File: src/rtl/apb_arb_master.sv
// Two-requester APB master: round-robin arbitration in front of a single
// IDLE/SETUP/ACCESS transfer engine driving two slaves, with a wait-state timeout.
module apb_arb_master #(
  parameter int TIMEOUT = 15
) (
  input  logic       PCLK,
  input  logic       PRESET,
  input  logic       req0_valid,
  input  logic       req0_write,
  input  logic [8:0] req0_addr,
  input  logic [7:0] req0_wdata,
  input  logic [3:0] req0_strb,
  input  logic       req1_valid,
  input  logic       req1_write,
  input  logic [8:0] req1_addr,
  input  logic [7:0] req1_wdata,
  input  logic [3:0] req1_strb,
  output logic [1:0] ack,
  output logic [1:0] done,
  output logic [7:0] rdata,
  output logic       err,
  output logic       PSEL1,
  output logic       PSEL2,
  output logic       PENABLE,
  output logic       PWRITE,
  output logic [7:0] PADDR,
  output logic [7:0] PWDATA,
  output logic [3:0] PSTRB,
  input  logic [7:0] PRDATA1,
  input  logic [7:0] PRDATA2,
  input  logic       PREADY1,
  input  logic       PREADY2
);

  typedef enum logic [1:0] {IDLE, SETUP, ACCESS} state_t;

  state_t     state, nextState;
  logic       owner;
  logic       pref;
  logic       slaveSel;
  logic       anyReq;
  logic       winner;
  logic       selReady;
  logic [7:0] selRdata;
  logic [7:0] waitCnt;
  logic       timeoutHit;
  logic       capWrite;
  logic [8:0] capAddr;
  logic [7:0] capWdata;
  logic [3:0] capStrb;

  // pref names the requester that wins a tie; it flips to the loser on every grant
  assign anyReq   = req0_valid | req1_valid;
  assign winner   = (req0_valid & req1_valid) ? pref : req1_valid;
  assign capWrite = winner ? req1_write : req0_write;
  assign capAddr  = winner ? req1_addr  : req0_addr;
  assign capWdata = winner ? req1_wdata : req0_wdata;
  assign capStrb  = winner ? req1_strb  : req0_strb;

  assign selReady   = slaveSel ? PREADY2 : PREADY1;
  assign selRdata   = slaveSel ? PRDATA2 : PRDATA1;
  // waitCnt holds the low-PREADY cycles already seen, so the current one is the TIMEOUT-th
  assign timeoutHit = (waitCnt == 8'(TIMEOUT - 1));

  always_ff @(posedge PCLK or posedge PRESET) begin
    if (PRESET) state <= IDLE;
    else        state <= nextState;
  end

  always_comb begin
    nextState = state;
    ack       = 2'b00;
    PSEL1     = 1'b0;
    PSEL2     = 1'b0;
    PENABLE   = 1'b0;
    case (state)
      IDLE: begin
        if (anyReq) nextState = SETUP;
      end
      SETUP: begin
        ack       = owner ? 2'b10 : 2'b01;
        PSEL1     = ~slaveSel;
        PSEL2     = slaveSel;
        nextState = ACCESS;
      end
      ACCESS: begin
        PSEL1   = ~slaveSel;
        PSEL2   = slaveSel;
        PENABLE = 1'b1;
        if (selReady || timeoutHit) nextState = IDLE;
      end
      default: nextState = IDLE;
    endcase
  end

  // Request capture, wait counting and the registered completion outputs
  always_ff @(posedge PCLK or posedge PRESET) begin
    if (PRESET) begin
      owner    <= 1'b0;
      pref     <= 1'b0;
      slaveSel <= 1'b0;
      waitCnt  <= 8'd0;
      PWRITE   <= 1'b0;
      PADDR    <= 8'd0;
      PWDATA   <= 8'd0;
      PSTRB    <= 4'd0;
      done     <= 2'b00;
      rdata    <= 8'd0;
      err      <= 1'b0;
    end else begin
      done <= 2'b00;
      case (state)
        IDLE: begin
          if (anyReq) begin
            owner    <= winner;
            pref     <= ~winner;
            slaveSel <= capAddr[8];
            PWRITE   <= capWrite;
            PADDR    <= capAddr[7:0];
            PWDATA   <= capWdata;
            PSTRB    <= capWrite ? capStrb : 4'b0000;
          end
        end
        SETUP: begin
          waitCnt <= 8'd0;
        end
        ACCESS: begin
          if (selReady) begin
            done <= owner ? 2'b10 : 2'b01;
            err  <= 1'b0;
            if (!PWRITE) rdata <= selRdata;
          end else if (timeoutHit) begin
            done <= owner ? 2'b10 : 2'b01;
            err  <= 1'b1;
          end else begin
            waitCnt <= waitCnt + 8'd1;
          end
        end
        default: ;
      endcase
    end
  end

endmodule

File: config.mk
export PLATFORM = sky130hd
export DESIGN_NAME = apb_arb_master
export DESIGN_NICKNAME = d
export VERILOG_FILES = /design/src/rtl/apb_arb_master.sv
export SDC_FILE = /design/constraint.sdc
export NUM_CORES = 1
export LEC_CHECK = 0
export CAP_MARGIN = 20
export CORE_UTILIZATION = 44
export DETAILED_ROUTE_END_ITERATION = 16
export GPL_ROUTABILITY_DRIVEN = 1
export PLACE_DENSITY_LB_ADDON = 0.25
export SLEW_MARGIN = 10
export SYNTH_ARGS = -nofsm -noshare
export SYNTH_HDL_FRONTEND = slang
export SYNTH_SLANG_ARGS = --single-unit
File: constraint.sdc
create_clock -name PCLK -period 5.07 [get_ports PCLK]
set_clock_uncertainty 0.1 [all_clocks]
set_input_delay 0.7605 -clock PCLK [delete_from_list [all_inputs] [get_ports PCLK]]
set_output_delay 0.7605 -clock PCLK [all_outputs]
set_load 0.005 [all_outputs]
==> results.ini <==
[pwr]
power_switching_mw=0.5520
seqPwrFrac_pct=36.2
clkPwrFrac_pct=19.5
p_leak_nw=1.519
peakVddDrop_uv=302.9
swShare_pct=32.95
pwr-share-comb_pct=44.3
internal_power_mw=1.123
power_density_nw_per_um2=492.4

[sta]
slew_headroom_pct=47.75
tns_ns=0
worst_slew_pin_slew_ns=0.7819
fmax_mhz=348.7
slew_violations=0
post-route-min-period_ns=2.868
fin_ws_ns=2.202
setup_viol=0
grt_setup_unrepaired=no
finalCritPeriodShare_pct=56.56
hold_viol_final=0

[clock_network]
insertion_delay_ns=0.31
cts_sinks=45
cts_hold_buf=0
cts_max_path_buffers=2
h-tree-depth=2
cts_buffers=5
cts_resized=0
post_cts_buffers=0
cts-root-buf=clkbuf_8
clk_pin_slew_worst_paths_ns=0.09
cts_tree=yes

[drt]
drt-total-wl_um=5312
drt_iter0_drc=96
drtPass1Iterations=6
detail-route-antenna-nets=0
drc_errors=0
wl_per_cell_um=13.52
viasPerCell=5.097
num_vias=2003

[global_routing]
grt_use_met3_pct=8.611
busiest_layer=met2
grt_usage_pct=22.82
grt_pass1_wl_um=9142
grt_max_degree=46
first_global_vias=2019
antenna_found_initial=0
overflow=0
grtUsageMet2_pct=36.55
grtUsageMet1_pct=28.51

[flow_run]
drv_cap=0

[cells_and_area]
final_area_um2=3402
fin_util_pct=72.03
fillCellCount=347
fin_nets=396
antenna_cells=0
area_delta_synth_final_pct=57.08
drive_above_1_share_pct=4.601

[floorplanning]
io_pins=103
core_area_um2=4723
die_x_um=72.16
num_rows=25
die_height_um=72.16
start_util_pct=45.85
die_area_um2=5207

[logic_synthesis]
ys_ff_latch=45
synth_area_per_cell_um2=9.712
synth_area_um2=2166
netlist-cell-type-count=34
synth_fp_nets=294
yosysWarningCount=0
syn-instance-count=223
yosysTopAreaCell=dfrtp_1
yosys-top-cells-area=dfrtp_1 (52%), nand2_1 (9.7%), mux2i_1 (8.3%)
synth.yosys.seq_area_share_pct=51.99
yosysTopAreaCellShare_pct=51.99

[setup_path]
cp.arrival_ns=2.01
critPathMaxFanout=19
critPathKind=register to primary output
cp_data_required_time_ns=4.21
cp-end-kind=primary output
regToRegSetupSlack_ns=2.75
cp-start-kind=register

[min_path]
hold_class=register to register

[status]
status=complete, no violations

[placed_design]
io_buffers=102
dpl_cell_area_um2=3244
place_hpwl_um=3935
detailedPlace.worstSlack_ns=2.428
place_congestion=0.8046

==> layer usage <==
metal / wire (µm) / vias to the layer above
met5: 0 / -
met2: 2622 / 61
met1: 2208 / 957
met3: 411 / 7
li1: - / 978
met4: 70 / 0
==> layout make-up <==
type | count | area [µm²] | area share [%]
inverter | 10 | 37.54 | 1.103
sequential | 45 | 1126 | 33.10
multi-input combinational | 159 | 968.4 | 28.47
tap | 67 | 83.83 | 2.464
clock buffer | 5 | 68.82 | 2.023
clock inverter | 3 | 68.82 | 2.023
timing repair buffer | 104 | 1049 | 30.82
==> cell usage in the layout, fill, tap and decap left out, types with 2 or more instances in the layout <==
master | netlist | final
mux2i_1 | 18 | 18
and3_1 | 2 | 2
or3_1 | 2 | 2
nor3_1 | 3 | 3
ha_1 | 5 | 5
nor2_1 | 3 | 3
nand2_1 | 56 | 56
clkbuf_8 | 0 | 5
clkdlybuf4s50_1 | 0 | 102
o21ai_1 | 2 | 2
bufinv_16 | 0 | 2
and2_1 | 2 | 2
inv_1 | 10 | 9
a22oi_1 | 18 | 18
nand2b_1 | 2 | 2
a21o_1 | 3 | 3
o21ai_0 | 18 | 18
a21oi_1 | 7 | 7
dfrtp_1 | 45 | 45
nand3_1 | 3 | 3
==> registers in the layout, summed over array words and instances (netlist names), 2 cells and up <==
signal   cells
PADDR        8
PWDATA       8
state        2
done         2
PSTRB        4
rdata        8
waitCnt      8
==> synthesized netlist by cell type, drive strengths merged <==
master	count
nand2	56
dfrtp	45
o21ai	20
a22oi	18
mux2i	18
inv	10
clkbuf	8
a21oi	7
ha	5
a21o	3
nand3	3
nor2	3
nor3	3
a211oi	2
and2	2
and3	2
nand2b	2
or3	2
a22o	1
buf	1
mux2	1
nand3b	1
nand4	1
nand4b	1
nor2b	1
nor3b	1
nor4	1
o211a	1
o211ai	1
or2	1
or4	1
xnor2	1
==> per-stage QoR <==
stage,std cells,total power [mW],hold WS (ns)
after CTS,392,1.687,0.3927
after global routing,393,1.794,0.4147
after floorplan,223,0.9462,0.3484
after global placement,384,1.341,0.3637
after detailed placement,384,1.357,0.3739
final,393,1.675,0.3875
==> power by group through the flow <==
stage          sequential (mW)  clock (mW)  combinational (mW)
2_1_floorplan            0.593           0               0.354
3_3_place_gp             0.608           0               0.733
3_5_place_dp             0.611           0               0.746
4_1_cts                  0.608       0.332               0.748
5_1_grt                  0.626       0.346               0.821
6_report                 0.606       0.327               0.741
==> worst max-delay path, cell delays in order (launching register included) <==
cell and delay, ns:
dfrtp_1 0.42, inv_1 0.10, ha_1 0.56, clkdlybuf4s50_1 0.62
==> worst paths after layout <==
kind,startpoint,to,depth (start not counted)
worst max-delay path,state[0],PENABLE,3
worst min-delay path,rdata[0],rdata[0],2
worst max register to register,state[0],waitCnt[7],6
worst min register to register,rdata[0],rdata[0],2
max in group asynchronous,PRESET,waitCnt[3],3
min in group asynchronous,PRESET,rdata[2],2
==> kinds of logic (layout without fill, tap and decap cells) <==
family	count (synthesis)	count (layout)	share of synthesized area, %
and+or+nand+nor	81	81	16.52
AOI/OAI and AO/OA	53	53	15.89
DFF	45	45	51.99
muxes	19	19	9.012
buffers and inverters	19	122	3.293
adders and majority gates	5	5	2.889
xor gates and xnor gates	1	1	0.4045
Power figures use the tool's default switching activity.
